`config.mk`:
```
export PLATFORM = sky130hd
export DESIGN_NAME = fw_byte_loader
export DESIGN_NICKNAME = d
export VERILOG_FILES = /design/src/rtl/ram_loader_pkg.sv /design/src/rtl/fw_byte_loader.sv
export SDC_FILE = /design/constraint.sdc
export NUM_CORES = 1
export LEC_CHECK = 0
export BUFFER_PORTS_ARGS = -buffer_cell sky130_fd_sc_hd__buf_4
export CELL_PAD_IN_SITES_DETAIL_PLACEMENT = 0
export CELL_PAD_IN_SITES_GLOBAL_PLACEMENT = 1
export CORE_MARGIN = 8
export CORE_UTILIZATION = 35
export CTS_BUF_LIST = sky130_fd_sc_hd__clkbuf_16
export DETAILED_ROUTE_END_ITERATION = 16
export HOLD_SLACK_MARGIN = 0.06
export PLACE_DENSITY = 0.64
export REMOVE_ABC_BUFFERS = 1
export SYNTH_ARGS = -nofsm -noshare
export SYNTH_HDL_FRONTEND = slang
export SYNTH_SLANG_ARGS = --single-unit
```
`constraint.sdc`:
```
create_clock -name wb_clk_i -period 4.3 [get_ports wb_clk_i]
set_clock_uncertainty 0.15 [all_clocks]
set_input_delay 0.215 -clock wb_clk_i [delete_from_list [all_inputs] [get_ports wb_clk_i]]
set_output_delay 0.215 -clock wb_clk_i [all_outputs]
set_load 0.02 [all_outputs]
```
`src/rtl/ram_loader_pkg.sv`:
```
// Shared constants for the firmware byte loader: FSM encodings, stream framing
// sizes, and the big-endian byte packer.
package ram_loader_pkg;

    localparam logic [2:0] ST_HDR  = 3'd0;
    localparam logic [2:0] ST_LOAD = 3'd1;
    localparam logic [2:0] ST_CSUM = 3'd2;
    localparam logic [2:0] ST_DONE = 3'd3;
    localparam logic [2:0] ST_ERR  = 3'd4;

    localparam int HDR_BYTES     = 4;
    localparam int TRAILER_BYTES = 4;

    // The first byte of a field ends up in bits 31:24.
    function automatic logic [31:0] pack_byte(input logic [31:0] acc, input logic [7:0] b);
        return {acc[23:0], b};
    endfunction

endpackage

```
`src/rtl/fw_byte_loader.sv`:
```
// Streams a length-prefixed, checksummed firmware image into RAM one 32-bit
// word at a time, then releases the CPU or flags an error.
module fw_byte_loader
    import ram_loader_pkg::*;
#(
    parameter int AWIDTH   = 15,
    parameter int RAM_SIZE = 16384
) (
    input  logic              wb_clk_i,
    input  logic              wb_rst_i,
    input  logic [7:0]        dat_i,
    input  logic              valid_i,
    output logic              ready_o,
    output logic [AWIDTH-1:0] ram_loader_adr_o,
    output logic [31:0]       ram_loader_dat_o,
    output logic [3:0]        ram_loader_sel_o,
    output logic              ram_loader_stb_o,
    output logic              ram_loader_we_o,
    output logic              ram_loader_done_o,
    output logic              error_o
);

    localparam int          CW        = AWIDTH - 1;
    localparam logic [31:0] MAX_WORDS = 32'(RAM_SIZE / 4);

    logic [2:0]        state;
    logic [1:0]        byte_cnt;
    logic [31:0]       asm_reg;
    logic [CW-1:0]     word_cnt;
    logic [CW-1:0]     n_words;
    logic [31:0]       sum;
    logic              stb;
    logic [AWIDTH-1:0] adr;
    logic [31:0]       wdat;

    logic              accept;
    logic [31:0]       word_next;
    logic [31:0]       sum_now;
    logic              active;

    assign active    = (state == ST_HDR) || (state == ST_LOAD) || (state == ST_CSUM);
    assign ready_o   = !wb_rst_i && active;
    assign accept    = valid_i && ready_o;
    assign word_next = pack_byte(asm_reg, dat_i);
    // A write pulse still in flight has not been folded into sum yet.
    assign sum_now   = sum + (stb ? wdat : 32'd0);

    assign ram_loader_adr_o  = wb_rst_i ? '0 : adr;
    assign ram_loader_dat_o  = wb_rst_i ? '0 : wdat;
    assign ram_loader_sel_o  = wb_rst_i ? 4'h0 : 4'hF;
    assign ram_loader_stb_o  = !wb_rst_i && stb;
    assign ram_loader_we_o   = !wb_rst_i && stb;
    assign ram_loader_done_o = !wb_rst_i && (state == ST_DONE);
    assign error_o           = !wb_rst_i && (state == ST_ERR);

    always_ff @(posedge wb_clk_i) begin
        if (wb_rst_i) begin
            state    <= ST_HDR;
            byte_cnt <= 2'd0;
            asm_reg  <= 32'd0;
            word_cnt <= '0;
            n_words  <= '0;
            sum      <= 32'd0;
            stb      <= 1'b0;
            adr      <= '0;
            wdat     <= 32'd0;
        end else begin
            stb <= 1'b0;
            if (stb) begin
                sum <= sum_now;
            end
            if (accept) begin
                asm_reg  <= word_next;
                byte_cnt <= byte_cnt + 2'd1;
            end
            case (state)
                ST_HDR: begin
                    if (accept && byte_cnt == 2'(HDR_BYTES - 1)) begin
                        // Range-check the full 32-bit count before narrowing it.
                        if (word_next != 32'd0 && word_next <= MAX_WORDS) begin
                            n_words  <= CW'(word_next);
                            word_cnt <= '0;
                            state    <= ST_LOAD;
                        end else begin
                            state <= ST_ERR;
                        end
                    end
                end
                ST_LOAD: begin
                    if (accept && byte_cnt == 2'd3) begin
                        stb      <= 1'b1;
                        adr      <= AWIDTH'({word_cnt, 2'b00});
                        wdat     <= word_next;
                        word_cnt <= word_cnt + CW'(1);
                        if (word_cnt == n_words - CW'(1)) begin
                            state <= ST_CSUM;
                        end
                    end
                end
                ST_CSUM: begin
                    if (accept && byte_cnt == 2'(TRAILER_BYTES - 1)) begin
                        state <= (word_next == sum_now) ? ST_DONE : ST_ERR;
                    end
                end
                ST_DONE: state <= ST_DONE;
                default: state <= ST_ERR;
            endcase
        end
    end

endmodule

```
After elaboration in Yosys (flattened, before gate mapping)
Cells that the tools add are included.

$add $sub $neg: 4. Order comparisons: 1. Eq/ne operators: 12. Multiplexer cells: 16. Bitwise operators: 1. Reductions and logical operators: 18.

Operators with widths (count): $mux 32 (2); $mux 14 (3); $add 32x32->32 (1); $eq 32x32->1 (1); $le 32x13->1 const B (1); $reduce_bool 32->1 (1); $pmux 14 s2 (1); $mux 3 (6); $mux 15 (1); $add 14x1->14 const B (1); $eq 14x14->1 (1); $sub 14x1->14 const B (1); $pmux 3 s4 (1); $ne 2x1->1 const B (5); $reduce_and 4->1 (2); $logic_and 1x1->1 (7); $eq 3x2->1 const B (2); $mux 4 (1); $eq 3x1->1 const B (1); $eq 3x3->1 const B (1); $logic_not 3->1 (1); $reduce_and 3->1 (1); $add 2x1->2 const B (1); $eq 2x2->1 const B (1); 7 further kinds (8).

Register bits after elaboration: 135. Input bits: 11.

Logic depth before layout (Yosys ltp)
Gate-level depths: netlist (run 1).

Depth in word-level cells: 8. Mapped depth: 17.

Least setup slack after synthesis (run 1)
No wires, ideal clock.

Path kind: flip-flop to flip-flop. Start: register stb. End: register state[2]. Library setup time: 117 ps. Arrival: 3789 ps. Setup slack: 244 ps. Stages on the path, launching flop included: 18. Clock period less this slack: 4056 ps. Cell sequence: dfxtp_1 > clkbuf_1 > buf_1 > clkbuf_1 > and2_1 > ha_1 > inv_1 > fa_1 > nand2b_1 > a211oi_1 > o21ai_1 > a21oi_1 > nor2_1 > a2111oi_0 > nand4bb_1 > nor4_1 > nand4_1 > a22o_1.

Word-level cells in the longest chain between the ends: 6.

Ends and longest elaborated chain: start: declaration (line fw_byte_loader.sv:32) `logic stb;`; start signal: assignment (line fw_byte_loader.sv:64) `stb <= 1'b0;`; start signal: assignment (line fw_byte_loader.sv:68) `stb <= 1'b0;`; start signal: assignment (line fw_byte_loader.sv:91) `stb <= 1'b1;`; $mux 32 (line fw_byte_loader.sv:46) `assign sum_now = sum + (stb ? wdat : 32'd0);`; $add 32x32->32 (line fw_byte_loader.sv:46); $eq 32x32->1 (line fw_byte_loader.sv:102) `state <= (word_next == sum_now) ? ST_DONE : ST_ERR;`; $mux 3 (line fw_byte_loader.sv:102); $mux 3 (line fw_byte_loader.sv:101) `if (accept && byte_cnt == 2'(TRAILER_BYTES - 1)) begin`; $pmux 3 s4 (line fw_byte_loader.sv:76) `case (state)`; end signal: assignment (line fw_byte_loader.sv:102); end: declaration (line fw_byte_loader.sv:26) `logic [2:0] state;`.

Every way passes these cells. The select of a mux whose other input is x is not followed. A chain may end at the register's enable or synchronous reset.

Worst setup path in the final report (run 1)
Start: register stb. End: register state[0].

The elaborated chain is that of the path after synthesis.

==> results of run 1 <==
## cells in the final DEF (no fill, tap or decap), drive strengths merged, types with 4 or more instances in the layout
cell type    instances
nor4                13
nor2               113
nand2              104
o21bai               4
ha                  34
a211oi               8
a21o                10
nor4b                4
and2                40
o211ai               5
a31oi                8
o21ai               40
or3                  7
mux2                45
inv                 26
clkinv               4
nand2b               9
xnor2               56
buf                 80
nand3               51
clkinvlp             5
a21oi               57
o31ai                9
nor3                22
a22oi                6
mux2i               37
nor2b               49
dfxtp              135
dlygate4sd3          8
xor2                30
and3                10
a2111oi              5
clkbuf              17
nand4               16
or2                  5
a21boi               4
## routing by layer
metal  part of all wire  track usage
met5                  0            0
met4              0.022       0.0564
met2               0.44        0.269
met1               0.50        0.245
met3              0.036       0.0281
## how the worst min path moves through the flow
stage,cells past startpoint,end,startpoint
CTS,3,sum[20],wb_rst_i
floorplan,1,word_cnt[1],wb_rst_i
detailed placement,2,byte_cnt[1],byte_cnt[1]
global route,3,sum[18],wb_rst_i
global placement,2,byte_cnt[1],byte_cnt[1]
finish,3,sum[22],wb_rst_i
## final cells by class
| class | instances | share of cell area |
|---|---|---|
| Clock buffer | 17 | 0.0423 |
| Clock inverter | 15 | 0.0137 |
| Inverter | 20 | 0.00747 |
| Multi-Input combinational cell | 837 | 0.558 |
| Sequential cell | 135 | 0.269 |
| Tap cell | 324 | 0.0403 |
| Timing Repair Buffer | 88 | 0.0689 |
## kinds of logic (layout without fill, tap and decap cells)
group,after synthesis,after routing
simple gates,451,451
compound gates,179,179
flops,135,135
buf+inv,90,140
xor+xnor,88,88
mux,82,82
fa+ha+maj,35,35
other cells,1,2
## critical path: stages, from the launching register on
cell and delay, ns:
dfxtp_2 0.36, buf_12 0.24, and2_1 0.17, ha_1 0.30, and2_1 0.23, a221o_1 0.44
o21ai_4 0.26, a2111oi_2 0.12, or2_1 0.29, o41ai_4 0.31, xnor2_1 0.14, nor4_2 0.39
nand4_1 0.26, o31ai_1 0.28
## power breakdown
| part | switching, mW | leakage [nW] | total, mW | internal, mW |
|---|---|---|---|---|
| clock | 0.656 | 0.260 | 1.42 | 0.760 |
| combinational | 0.0940 | 2.87 | 0.150 | 0.0564 |
| sequential | 0.0263 | 1.09 | 1.29 | 1.26 |
## metrics by stage
stage	utilization	instance area, µm²
2_1_floorplan	-	8340
3_3_place_gp	0.385	9360
3_5_place_dp	0.385	9360
4_1_cts	0.412	10000
5_1_grt	0.413	10100
6_report	0.413	10100
## timing repair
action,in CTS,in global routing
hold buffers,8,0
hold endpoints to repair,24,0
pin swaps,0,2
setup endpoints to repair,2,3
setup buffers,0,1
resized for setup,1,7
==> results.yml, run 1 <==
drt:
  drt_iter0_drc: 484
  vias: 7534
  routed_wirelength_mm: 26.0
  wl_per_cell_um: 18.1
  via_per_inst: 5.25
  drc_errors: 0
  first_pass_iters: 7
  route.antenna.remaining_nets: 0
timing:
  rsz0062_at_grt: "no"
  worst_hold_slack_ns: 0.243
  finalHoldViolations: 0
  max_slew_margin: 0.419
  period_needed_ns: 4.05
  max_clock_freq_ghz: 0.247
  finalCritPeriodShare: 0.943
  worst_pin_slew_ns: 0.869
  final_max_slew_viol_count: 0
  fin_ws_ns: 0.246
  setup_violations: 0
  fin_setup_tns_ns: 0
critical_path:
  worstSetupStartpointType: "flip-flop"
  r2r_end: "state[0]"
  cp-end-kind: "flip-flop"
  r2r_setup_slack_ns: 0.25
  criticalPathCategory: "reg2reg"
  crit_end: "state[0]"
  ff2ff_path_depth: 13
  worstReg2RegStart: "stb"
  arrival_ns: 4.24
  startpoint: "stb"
  path_max_fanout: 50
  required_ns: 4.49
yosys:
  synthCells: 1061
  yosysTopAreaCell: "dfxtp_1"
  ys_warn_count: 0
  synth-xor-area-share: 0.0925
  yosysMostFrequentCell: "dfxtp_1"
  ys_seq_area_frac: 0.313
  synth_cell_types: 75
  synthMuxAreaShare: 0.101
  ys_seq_elements: 135
  syn_area_per_cell_um2: 8.15
  synthArstFlopShare: 0
  synth_top_area_frac: 0.313
  syn_area_mm2: 0.00865
  synthAdderAreaFrac: 0.0515
  synth_area_leaders: "dfxtp_1 (31%), mux2_2 (5.9%), xnor2_1 (5.7%), ha_1 (4.9%), nor2_1 (4.9%)"
  synth_common_cells: "dfxtp_1 (135), nor2_1 (113), nand2_1 (104)"
  synth_top_family_by_area: "simple AND/OR/NAND/NOR gates"
  synth-main-ff-cell: "dfxtp_1"
  synth_edf_count: 0
  synth_compound_area_frac: 0.135
  yosys.area_share.simple: 0.262
hold_path:
  hold_class: "in2reg"
global_route:
  grt.total_usage: 0.175
  grt_max_degree: 61
  grt_pass1_wl_mm: 42.3
  overflow: 0
  grt_antenna_before_repair: 0
  first_global_vias: 7331
placed_design:
  globalplace.congestion: 0.893
  dp_cells: 1395
  place_ws_ns: -0.0345
  dpl.hpwl_mm: 19.3
  port-buffer-count: 64
floorplanning:
  rows: 57
  core-area_mm2: 0.0243
  die_w_um: 173
  ioPinCount: 67
  die_h_um: 173
  die_area_mm2: 0.0300
  initial_core_util: 0.356
clock_network:
  cts_tree: "built"
  worstSkewPairLatency_ns: 0.43
  cts-root-buf: "clkbuf_16"
  cts_buffers: 17
  h-tree-depth: 4
  path_clk_slew_ns: 0.07
  clock_tree.buffer_depth: 2
  cts.sinks: 135
run_status:
  status: "completed"
finish:
  area_growth_pct: 16.3
  regArea_mm2: 0.00270
  fin_nets: 1145
  n_fill_cell: 2483
  multi_input_area_mm2: 0.00561
  diodes: 0
  drive_above_1_share: 0.161
  finalNonFillerCells: 1436
power_and_ir_drop:
  ir_drop_mv: 0.248
  total_power_mw: 2.86
  cellLeakagePower_nw: 4.22
  powerDensity_mw_per_mm2: 284
flow_run:
  cap_violations: 0
Note: power is estimated with default switching activity, not from simulation.
==> run 2: changes to the inputs <==
--- a/config.mk
+++ b/config.mk
@@ -13,7 +13,7 @@
 export CTS_BUF_LIST = sky130_fd_sc_hd__clkbuf_16
 export DETAILED_ROUTE_END_ITERATION = 16
 export HOLD_SLACK_MARGIN = 0.06
-export PLACE_DENSITY = 0.64
+export PLACE_DENSITY = 0.63
 export REMOVE_ABC_BUFFERS = 1
 export SYNTH_ARGS = -nofsm -noshare
 export SYNTH_HDL_FRONTEND = slang
==> constraint.sdc (replaced) <==
create_clock -name wb_clk_i -period 3.82 [get_ports wb_clk_i]
set_clock_uncertainty 0.15 [all_clocks]
set_input_delay 0.191 -clock wb_clk_i [delete_from_list [all_inputs] [get_ports wb_clk_i]]
set_output_delay 0.191 -clock wb_clk_i [all_outputs]
set_load 0.02 [all_outputs]
==> run 2 against run 1 <==
Global-route usage increased by 0.63 points. Die area is the same. Clock power increased by 27%. Worst hold slack got worse by 0.033 ns. Power grew 21%. Non-clock buffer count rose by 86. Critical path depth stayed put. Largest power group unchanged. Highest routed layer unchanged.
==> results.yml, run 2 (same netlist as run 1, synthesis figures left out) <==
run_status:
  status: "completed"
placed_design:
  placed_area_mm2: 0.00993
  place_ws_ns: -0.150
  port-buffer-count: 64
  dpl.hpwl_mm: 20.5
  globalplace.congestion: 0.891
critical_path:
  required_ns: 3.98
  cp_cell_sequence: "and2_1 -> ha_1 -> and2_1 -> a221o_1 -> o21ai_4 -> a2111oi_4 -> buf_4 -> nor3_4 -> xnor3_1 -> nand2b_1 -> nor4_2 -> nand4_1 -> a22o_1"
  slowest_delay_ns: 0.47
  cp-end-kind: "flip-flop"
  cp_slowest_cell: "a221o_1"
  path_max_fanout: 6
  worstSetupStartpointType: "flip-flop"
  cp_top_family: "simple AND/OR/NAND/NOR gates"
  arrival_ns: 3.86
  crit_path_frequent_cell: "and2_1"
  criticalPathCategory: "reg2reg"
  cp.buffers_inverters: 1
clock_network:
  cts_tree: "built"
  cts_buffers: 17
  clock_tree.buffer_depth: 2
  cts-root-buf: "clkbuf_16"
  h-tree-depth: 4
  worstSkewPairLatency_ns: 0.43
  cts.sinks: 135
  path_clk_slew_ns: 0.06
finish:
  layout_commonest_cell: "buf_4"
  design_area_mm2: 0.0112
  drive_above_1_share: 0.266
  n_fill_cell: 2411
  regArea_mm2: 0.00271
  multi_input_area_mm2: 0.00595
  diodes: 0
  mostFrequentLayoutCells: "buf_4 (162), dfxtp_1 (134), nor2_1 (110)"
  area_growth_pct: 29.0
  fin_nets: 1231
drt:
  first_pass_iters: 5
  route.antenna.remaining_nets: 0
  wl_per_cell_um: 18.3
  vias: 7850
  via_per_inst: 5.16
  drc_errors: 0
  drt_iter0_drc: 426
  routed_wirelength_mm: 27.9
global_route:
  met2_usage: 0.281
  grt_use_met3: 0.0314
  grt.total_usage: 0.181
  grt_antenna_before_repair: 0
  grt_pass1_wl_mm: 43.8
  overflow: 0
  use_met1: 0.246
  grt_busiest_layer: "met2"
  first_global_vias: 7856
  grt_max_degree: 63
timing:
  setup_violations: 0
  finalHoldViolations: 0
  max_slew_margin: 0.320
  final_max_slew_viol_count: 0
  fin_setup_tns_ns: 0
  max_clock_freq_ghz: 0.270
  finalCritPeriodShare: 0.968
  worst_pin_slew_ns: 1.01
  worst_hold_slack_ns: 0.210
  fin_ws_ns: 0.120
  period_needed_ns: 3.70
floorplanning:
  die_h_um: 173
  die_w_um: 173
  rows: 57
  ioPinCount: 67
  die_area_mm2: 0.0300
  initial_core_util: 0.356
  core-area_mm2: 0.0243
hold_path:
  hold_class: "in2reg"
flow_run:
  cap_violations: 0
power_and_ir_drop:
  cellLeakagePower_nw: 4.78
  total_power_mw: 3.44
  powerDensity_mw_per_mm2: 309
  ir_drop_mv: 0.211
-- run 2: cell count changes in the layout (fill, tap and decap cells not counted), sizes merged --
cell / change
buf: +85
bufinv: +4
clkinvlp: -4
clkbuf: +1
clkinv: +1
inv: -1
-- run 2: what timing repair did --
item	in CTS	in global routing
cloned	0	1
gates resized for setup	11	76
endpoints found under the setup margin	3	3
pin swaps	3	27
hold buffers	8	0
setup buffers	1	10
endpoints found under the hold margin	24	0
-- run 2: tightest hold or removal path, stage by stage --
cell and delay, ns:
buf_4 0.14, buf_4 0.27, nor2_1 0.14
-- run 2: power breakdown --
| part | internal [mW] | switching (mW) |
|---|---|---|
| logic | 0.0718 | 0.117 |
| registers | 1.42 | 0.0214 |
| clock network | 1.11 | 0.702 |
-- run 2: routing by layer --
metal  wire length, µm  up-vias
li1                  -     3939
met1             13900     3671
met2             12000      188
met3              1120       52
met4               756        0
met5                 0        -
-- run 2: final timing paths --
path	start	to	slack (ns)	depth (start not counted)
hold / removal	wb_rst_i	sum[17]	0.21	3
setup reg to reg	stb	state[2]	0.12	13
hold reg to reg	byte_cnt[1]	byte_cnt[1]	0.31	2
setup / recovery	stb	state[2]	0.12	13
-- run 2: layout make-up --
type / count / share of cell area
Clock buffer: 17 / 0.0382
Clock inverter: 15 / 0.0193
Inverter: 20 / 0.00673
Multi-Input combinational cell: 837 / 0.534
Sequential cell: 135 / 0.243
Tap cell: 324 / 0.0364
Timing Repair Buffer: 174 / 0.123
-- run 2: metrics by stage --
stage,std cells,utilization
finish,1522,0.459
detailed placement,1470,0.408
global placement,1470,0.408
CTS,1511,0.441
global route,1522,0.459
floorplan,992,-
